`src/rtl/mac_array_sequencer_pkg.sv`:
```
// Shared types and helpers for the MAC array job sequencer.
// Holds the FSM state encoding, per-lane slice offsets and status bit positions.
package mac_array_sequencer_pkg;

    typedef enum logic [2:0] {
        ST_IDLE   = 3'd0,
        ST_CLEAR  = 3'd1,
        ST_STREAM = 3'd2,
        ST_DRAIN  = 3'd3,
        ST_RESULT = 3'd4
    } seq_state_e;

    // LSB of channel ch inside a packed per-channel data/weight bus
    function automatic int data_lsb(input int ch, input int data_width);
        return ch * data_width;
    endfunction

    // LSB of channel ch inside a packed per-channel result bus
    function automatic int out_lsb(input int ch, input int output_width);
        return ch * output_width;
    endfunction

    // Status word layout: {done[NUM_CHANNELS-1:0], timeout}
    localparam int STATUS_TIMEOUT_BIT = 0;
    localparam int STATUS_DONE_LSB    = 1;

endpackage

```
`src/rtl/seq_result_capture.sv`:
```
// Per-channel done/capture register bank: grabs result, activation and overflow once per job.
// Capture lands one cycle after cap_en with mac_valid; done_next gives the same-cycle view.
module seq_result_capture
    import mac_array_sequencer_pkg::*;
#(
    parameter int NUM_CHANNELS = 4,
    parameter int OUTPUT_WIDTH = 16
) (
    input  logic                                 clk,
    input  logic                                 rst,
    input  logic                                 clr,
    input  logic                                 cap_en,
    input  logic [NUM_CHANNELS-1:0]              mask,
    input  logic [NUM_CHANNELS-1:0]              mac_valid,
    input  logic [NUM_CHANNELS-1:0]              mac_overflow,
    input  logic [OUTPUT_WIDTH*NUM_CHANNELS-1:0] mac_out,
    input  logic [OUTPUT_WIDTH*NUM_CHANNELS-1:0] mac_activated_out,
    output logic [NUM_CHANNELS-1:0]              done_next,
    output logic [NUM_CHANNELS-1:0]              done,
    output logic [NUM_CHANNELS-1:0]              overflow,
    output logic [OUTPUT_WIDTH*NUM_CHANNELS-1:0] result,
    output logic [OUTPUT_WIDTH*NUM_CHANNELS-1:0] activated
);

    logic [NUM_CHANNELS-1:0]              take;
    logic [NUM_CHANNELS-1:0]              done_q, done_d;
    logic [NUM_CHANNELS-1:0]              ovf_q, ovf_d;
    logic [OUTPUT_WIDTH*NUM_CHANNELS-1:0] result_q, result_d;
    logic [OUTPUT_WIDTH*NUM_CHANNELS-1:0] act_q, act_d;

    // A lane captures only once per job, and only if it belongs to the job
    for (genvar ch = 0; ch < NUM_CHANNELS; ch++) begin : g_lane
        assign take[ch] = cap_en & mask[ch] & mac_valid[ch] & ~done_q[ch];
    end

    assign done_next = done_q | take;

    always_comb begin
        done_d   = done_q;
        ovf_d    = ovf_q;
        result_d = result_q;
        act_d    = act_q;
        if (clr) begin
            done_d   = '0;
            ovf_d    = '0;
            result_d = '0;
            act_d    = '0;
        end else begin
            for (int ch = 0; ch < NUM_CHANNELS; ch++) begin
                if (take[ch]) begin
                    done_d[ch] = 1'b1;
                    ovf_d[ch]  = mac_overflow[ch];
                    result_d[out_lsb(ch, OUTPUT_WIDTH) +: OUTPUT_WIDTH] =
                        mac_out[out_lsb(ch, OUTPUT_WIDTH) +: OUTPUT_WIDTH];
                    act_d[out_lsb(ch, OUTPUT_WIDTH) +: OUTPUT_WIDTH] =
                        mac_activated_out[out_lsb(ch, OUTPUT_WIDTH) +: OUTPUT_WIDTH];
                end
            end
        end
    end

    always_ff @(posedge clk or posedge rst) begin
        if (rst) begin
            done_q   <= '0;
            ovf_q    <= '0;
            result_q <= '0;
            act_q    <= '0;
        end else begin
            done_q   <= done_d;
            ovf_q    <= ovf_d;
            result_q <= result_d;
            act_q    <= act_d;
        end
    end

    assign done      = done_q;
    assign overflow  = ovf_q;
    assign result    = result_q;
    assign activated = act_q;

endmodule

```
`src/rtl/mac_array_sequencer.sv`:
```
// Job sequencer for mac_array: clear, stream beats, drain results; start->m_valid is 2+len+MAC_LATENCY+1 min.
// s_ready only in STREAM (1 beat/cycle); m_valid is registered and holds until m_ready.
module mac_array_sequencer
    import mac_array_sequencer_pkg::*;
#(
    parameter int NUM_CHANNELS = 4,
    parameter int DATA_WIDTH   = 8,
    parameter int OUTPUT_WIDTH = 16,
    parameter int LEN_WIDTH    = 8,
    parameter int MAC_LATENCY  = 1,
    parameter int TIMEOUT      = 15
) (
    input  logic                                 clk,
    input  logic                                 rst,
    input  logic                                 start,
    input  logic [LEN_WIDTH-1:0]                 job_len,
    input  logic [NUM_CHANNELS-1:0]              channel_mask,
    output logic                                 busy,
    input  logic                                 s_valid,
    output logic                                 s_ready,
    input  logic [DATA_WIDTH*NUM_CHANNELS-1:0]   s_data,
    input  logic [DATA_WIDTH*NUM_CHANNELS-1:0]   s_weight,
    output logic [NUM_CHANNELS-1:0]              mac_enable,
    output logic [NUM_CHANNELS-1:0]              mac_clear_acc,
    output logic [DATA_WIDTH*NUM_CHANNELS-1:0]   mac_input_data,
    output logic [DATA_WIDTH*NUM_CHANNELS-1:0]   mac_weight,
    input  logic [OUTPUT_WIDTH*NUM_CHANNELS-1:0] mac_out,
    input  logic [OUTPUT_WIDTH*NUM_CHANNELS-1:0] mac_activated_out,
    input  logic [NUM_CHANNELS-1:0]              mac_valid,
    input  logic [NUM_CHANNELS-1:0]              mac_overflow,
    output logic                                 m_valid,
    input  logic                                 m_ready,
    output logic [OUTPUT_WIDTH*NUM_CHANNELS-1:0] m_result,
    output logic [OUTPUT_WIDTH*NUM_CHANNELS-1:0] m_activated,
    output logic [NUM_CHANNELS-1:0]              m_overflow,
    output logic [NUM_CHANNELS-1:0]              m_done,
    output logic                                 m_timeout
);

    localparam int LW = (MAC_LATENCY > 1) ? $clog2(MAC_LATENCY + 1) : 1;
    localparam int TW = (TIMEOUT > 1) ? $clog2(TIMEOUT + 1) : 1;
    localparam logic [LW-1:0] LAT_INIT = LW'(MAC_LATENCY);
    localparam logic [TW-1:0] TO_LAST  = TW'(TIMEOUT - 1);

    seq_state_e                        state_q, state_d;
    logic [LEN_WIDTH-1:0]              beat_cnt_q, beat_cnt_d;
    logic [NUM_CHANNELS-1:0]           mask_q, mask_d;
    logic [LW-1:0]                     lat_cnt_q, lat_cnt_d;
    logic [TW-1:0]                     to_cnt_q, to_cnt_d;
    logic                              timeout_q, timeout_d;
    logic                              busy_q, busy_d;
    logic                              s_ready_q, s_ready_d;
    logic                              m_valid_q, m_valid_d;
    logic [NUM_CHANNELS-1:0]           mac_enable_q, mac_enable_d;
    logic [NUM_CHANNELS-1:0]           mac_clear_acc_q, mac_clear_acc_d;
    logic [DATA_WIDTH*NUM_CHANNELS-1:0] mac_input_data_q, mac_input_data_d;
    logic [DATA_WIDTH*NUM_CHANNELS-1:0] mac_weight_q, mac_weight_d;

    logic                    handshake;
    logic                    cap_clr;
    logic                    cap_en;
    logic [NUM_CHANNELS-1:0] done_next;
    logic [NUM_CHANNELS-1:0] done;
    logic [NUM_CHANNELS:0]   status;

    assign handshake = s_valid & s_ready_q;

    always_comb begin
        state_d          = state_q;
        beat_cnt_d       = beat_cnt_q;
        mask_d           = mask_q;
        lat_cnt_d        = lat_cnt_q;
        to_cnt_d         = to_cnt_q;
        timeout_d        = timeout_q;
        s_ready_d        = s_ready_q;
        m_valid_d        = m_valid_q;
        mac_enable_d     = '0;
        mac_clear_acc_d  = '0;
        mac_input_data_d = mac_input_data_q;
        mac_weight_d     = mac_weight_q;
        cap_clr          = 1'b0;
        cap_en           = 1'b0;
        case (state_q)
            ST_IDLE: begin
                if (start) begin
                    state_d         = ST_CLEAR;
                    beat_cnt_d      = job_len;
                    mask_d          = channel_mask;
                    mac_clear_acc_d = channel_mask;
                    timeout_d       = 1'b0;
                    cap_clr         = 1'b1;
                end
            end
            ST_CLEAR: begin
                lat_cnt_d = LAT_INIT;
                to_cnt_d  = '0;
                if (beat_cnt_q == '0) begin
                    state_d = ST_DRAIN;
                end else begin
                    state_d   = ST_STREAM;
                    s_ready_d = 1'b1;
                end
            end
            ST_STREAM: begin
                if (handshake) begin
                    mac_enable_d     = mask_q;
                    mac_input_data_d = s_data;
                    mac_weight_d     = s_weight;
                    beat_cnt_d       = beat_cnt_q - LEN_WIDTH'(1);
                    if (beat_cnt_q == LEN_WIDTH'(1)) begin
                        state_d   = ST_DRAIN;
                        s_ready_d = 1'b0;
                    end
                end
            end
            ST_DRAIN: begin
                // Results are only trusted once the array latency has elapsed
                if (lat_cnt_q != '0) begin
                    lat_cnt_d = lat_cnt_q - LW'(1);
                end else begin
                    cap_en = 1'b1;
                    if (done_next == mask_q) begin
                        state_d   = ST_RESULT;
                        m_valid_d = 1'b1;
                    end else if (to_cnt_q == TO_LAST) begin
                        state_d   = ST_RESULT;
                        m_valid_d = 1'b1;
                        timeout_d = 1'b1;
                    end else begin
                        to_cnt_d = to_cnt_q + TW'(1);
                    end
                end
            end
            ST_RESULT: begin
                if (m_ready) begin
                    state_d   = ST_IDLE;
                    m_valid_d = 1'b0;
                end
            end
            default: state_d = ST_IDLE;
        endcase
        busy_d = (state_d != ST_IDLE);
    end

    always_ff @(posedge clk or posedge rst) begin
        if (rst) begin
            state_q          <= ST_IDLE;
            beat_cnt_q       <= '0;
            mask_q           <= '0;
            lat_cnt_q        <= '0;
            to_cnt_q         <= '0;
            timeout_q        <= 1'b0;
            busy_q           <= 1'b0;
            s_ready_q        <= 1'b0;
            m_valid_q        <= 1'b0;
            mac_enable_q     <= '0;
            mac_clear_acc_q  <= '0;
            mac_input_data_q <= '0;
            mac_weight_q     <= '0;
        end else begin
            state_q          <= state_d;
            beat_cnt_q       <= beat_cnt_d;
            mask_q           <= mask_d;
            lat_cnt_q        <= lat_cnt_d;
            to_cnt_q         <= to_cnt_d;
            timeout_q        <= timeout_d;
            busy_q           <= busy_d;
            s_ready_q        <= s_ready_d;
            m_valid_q        <= m_valid_d;
            mac_enable_q     <= mac_enable_d;
            mac_clear_acc_q  <= mac_clear_acc_d;
            mac_input_data_q <= mac_input_data_d;
            mac_weight_q     <= mac_weight_d;
        end
    end

    seq_result_capture #(
        .NUM_CHANNELS (NUM_CHANNELS),
        .OUTPUT_WIDTH (OUTPUT_WIDTH)
    ) u_capture (
        .clk               (clk),
        .rst               (rst),
        .clr               (cap_clr),
        .cap_en            (cap_en),
        .mask              (mask_q),
        .mac_valid         (mac_valid),
        .mac_overflow      (mac_overflow),
        .mac_out           (mac_out),
        .mac_activated_out (mac_activated_out),
        .done_next         (done_next),
        .done              (done),
        .overflow          (m_overflow),
        .result            (m_result),
        .activated         (m_activated)
    );

    assign status         = {done, timeout_q};
    assign m_timeout      = status[STATUS_TIMEOUT_BIT];
    assign m_done         = status[STATUS_DONE_LSB +: NUM_CHANNELS];
    assign busy           = busy_q;
    assign s_ready        = s_ready_q;
    assign m_valid        = m_valid_q;
    assign mac_enable     = mac_enable_q;
    assign mac_clear_acc  = mac_clear_acc_q;
    assign mac_input_data = mac_input_data_q;
    assign mac_weight     = mac_weight_q;

endmodule

```
`config.mk`:
```
export PLATFORM = sky130hd
export DESIGN_NAME = mac_array_sequencer
export DESIGN_NICKNAME = d
export VERILOG_FILES = /design/src/rtl/mac_array_sequencer_pkg.sv /design/src/rtl/seq_result_capture.sv /design/src/rtl/mac_array_sequencer.sv
export SDC_FILE = /design/constraint.sdc
export NUM_CORES = 1
export LEC_CHECK = 0
export ABC_AREA = 0
export BUFFER_PORTS_ARGS = -buffer_cell sky130_fd_sc_hd__buf_4
export CORE_MARGIN = 3
export CORE_UTILIZATION = 25
export DETAILED_ROUTE_END_ITERATION = 16
export HOLD_SLACK_MARGIN = 0.03
export PLACE_DENSITY_LB_ADDON = 0.05
export SKIP_CTS_REPAIR_TIMING = 1
export SLEW_MARGIN = 10
export SYNTH_ARGS = -nofsm -noshare
export SYNTH_HDL_FRONTEND = slang
export SYNTH_HIERARCHICAL = 1
export SYNTH_SLANG_ARGS = --single-unit
```
`constraint.sdc`:
```
create_clock -name clk -period 7.2 [get_ports clk]
set_clock_uncertainty 0.05 [all_clocks]
set_input_delay 0.72 -clock clk [delete_from_list [all_inputs] [get_ports clk]]
set_output_delay 0.72 -clock clk [all_outputs]
set_load 0.02 [all_outputs]
```
==> flow_metrics.py <==
metrics = {
    "floorplan": {
        "dieArea_um2": 37630,
        "core_area_um2": 34710,
        "start_util_pct": 25.45,
        "die_h_um": 194.0,
        "die_w_um": 194.0,
        "ios": 429,
        "rows": 68,
    },
    "timing": {
        "hold_viol": 0,
        "finalMaxSlewViolations": 0,
        "period_share_pct": 46.13,
        "timing.final.crit_period_ps": 3322,
        "relSlewSlack_pct": 24.56,
        "setup_viol": 0,
        "worstMarginPinSlew_ps": 1128,
        "fmax_mhz": 301.1,
        "holdWs_ps": 178.2,
        "finalSetupTns_ps": 0,
        "rsz0062_at_grt": "no",
    },
    "finish": {
        "drive_above_1_share_pct": 52.95,
        "filler_cell_count": 3408,
        "final_cell_mix": "437 x buf_4, 232 x dfrtp_1, 133 x a22o_1",
        "final_common_cell": "buf_4",
        "layout.nets": 1268,
        "syn_to_final_growth_pct": 53.38,
    },
    "worst_setup_path": {
        "crit_family": "simple AND/OR/NAND/NOR gates",
        "worstRegToRegCells": 8,
        "critPathCaptureType": "register",
        "max_stage_delay_ps": 680,
        "critPathKind": "reg2reg",
        "worstPathRequired_ps": 7570,
        "path_depth": 8,
        "arrival_ps": 3690,
        "crit_chain": "nand2b_1 > nor3b_2 > nand3_1 > nand2b_1 > xnor2_1 > nand4_1 > and4b_1 > a211o_1",
        "crit_buf_inv": 0,
        "r2r-start": "state_q[2]",
        "startpoint": "state_q[2]",
        "worst-path-max-fanout": 12,
        "cpMostUsedCell": "nand2b_1",
        "critPathLaunchType": "register",
        "slowest_stage": "nor3b_2",
    },
    "cts": {
        "cts_htree_levels": 1,
        "clkTransAtPathRegs_ps": 60,
        "cts.sinks": 232,
        "clockBufferDepth": 3,
        "cts_buffers": 28,
        "insertion_delay_ps": 530,
        "cts_tree": "yes",
        "cts.root.buffer_cell": "clkbuf_16",
    },
    "pwr": {
        "irDropWorstVdd_mv": 0.2010,
        "cellLeakagePower_nw": 6.776,
        "power_density_nw_per_um2": 437.4,
    },
    "route": {
        "drtIter0Drc": 208,
        "drtAntennaViolNets": 0,
        "wire_per_inst_um": 19.18,
        "vias_per_cell": 4.479,
        "routed_wl_um": 29210,
        "vias": 6822,
        "post-route-drc-count": 0,
        "dr.pass1.iters": 4,
    },
    "global_route": {
        "grt.overflow.total": 0,
        "grt_pass1_vias": 7141,
        "grt_pass1_wl_um": 44590,
        "antenna_found_initial": 1,
        "grt.total_usage_pct": 14.91,
        "grt_max_degree": 74,
    },
    "place": {
        "gp_congestion": 0.7375,
        "hpwl_um": 20840,
        "io_buffers": 428,
    },
    "synthesis": {
        "synthTopCellsByArea": "dfrtp_1 66%, a22o_1 13%, mux2_2 8.2%, buf_2 1.1%, a21oi_1 0.85%",
        "synth_top_area_share_pct": 65.72,
        "synth_edf_count": 0,
        "synth-async-reset-ratio_pct": 100.0,
        "yosysWarnings": 6,
        "synthFlopType": "dfrtp_1",
        "syn_inst": 618,
        "yosysSeqAreaShare_pct": 65.72,
        "syn_nets": 840,
        "ys_types": 49,
        "ys_ff_latch": 232,
        "avgSynthCellArea_um2": 14.29,
        "syn_area_um2": 8833,
        "synth_top_cell_by_area": "dfrtp_1",
    },
    "worst_hold_path": {
        "holdCritPathClass": "in2async",
    },
    "outcome": {
        "outcome": "complete, no violations",
    },
    "job": {
        "maxCapViolCount": 0,
    },
}
==> layout make-up <==
cell class / count / area [µm²] / share of cell area [%]
Tap cell: 455 / 569.3 / 4.202
Multi-Input combinational cell: 336 / 2849 / 21.03
Clock buffer: 41 / 840.8 / 6.206
Antenna cell: 1 / 2.502 / 0.01847
Timing Repair Buffer: 437 / 3281 / 24.21
Sequential cell: 232 / 5806 / 42.85
Inverter: 11 / 48.80 / 0.3601
Clock inverter: 10 / 152.6 / 1.127
==> routing by layer <==
layer	vias up	GRT usage, %	share of wire (%)
met5	-	0	0
met4	0	3.936	2.0
met3	36	4.970	8.6
met2	264	25.05	49
met1	3348	18.50	40
li1	3174	-	-
==> final timing paths <==
kind | end | slack (ps)
min in group clk | u_capture/result[34] | 350
worst max-delay path | to_cnt_q[0] | 3880
max in group asynchronous | u_capture/activated[10] | 5460
worst min register to register | beat_cnt_q[6] | 440
worst max register to register | to_cnt_q[0] | 3880
worst min-delay path | mac_input_data[28] | 180
==> kinds of logic (layout without fill, tap and decap cells) <==
family / Yosys count / in the layout / synth area share, %
compound gates: 182 / 182 / 16.86
xor+xnor: 4 / 4 / 0.3966
fa+ha+maj: 5 / 5 / 0.7082
buf+inv: 50 / 499 / 2.748
flops: 232 / 232 / 65.72
mux: 64 / 64 / 8.159
other cells: 0 / 1 / 0
simple gates: 81 / 81 / 5.411
==> synthesized netlist by cell type, types with 2 or more instances <==
cell type	number
nor2_1	10
nand3b_1	3
nand3_1	9
and4b_1	2
buf_4	4
o22ai_1	2
buf_2	20
inv_1	10
nand2b_1	4
a21oi_1	15
a211o_1	3
a21o_1	6
ha_1	5
and2_1	4
mux2_2	64
o21ai_0	8
nor3_1	7
a31oi_1	2
or3b_2	2
o32ai_1	2
dfrtp_1	232
clkbuf_1	13
and3_1	6
buf_6	2
nor3_2	4
nor3b_1	2
xnor2_1	4
a22o_1	133
nand2_1	15
nor2b_1	4
a41oi_1	3
==> worst register-to-register path, stage by stage (launching register included) <==
cell,delay [ps]
dfrtp_1,470
nand2b_1,330
nor3b_2,680
nand3_1,310
nand2b_1,190
xnor2_1,130
nand4_1,420
and4b_1,370
a211o_1,260
==> power by group <==
group,internal [mW],switching [mW],total (mW),leakage [nW]
Clock,0.947,0.552,1.50,0.490
Combinational,1.11,1.25,2.36,3.29
Sequential,1.77,0.295,2.07,3.00
==> per-stage QoR <==
stage          worst slack (ps)  instance area [µm²]  power [mW]  utilization (%)  cells
3_3_place_gp               3917                12550       4.491            36.16   1471
6_report                   3878                13550       5.926            39.03   1523
4_1_cts                    3856                13550       6.047            39.02   1522
2_1_floorplan              2791                 8833       3.436                -    618
3_5_place_dp               3872                12550       4.493            36.16   1471
5_1_grt                    3575                13550       6.290            39.03   1523
==> registers in the layout, indices dropped and copies added (netlist names), 3 cells and up <==
register	cells
mac_weight	32
u_capture/done	4
to_cnt_q	4
mask_q	4
u_capture/activated	64
beat_cnt_q	8
u_capture/result	64
mac_clear_acc	4
mac_input_data	32
state_q	3
mac_enable	4
u_capture/overflow	4
Note: power is estimated with default switching activity, not from simulation.
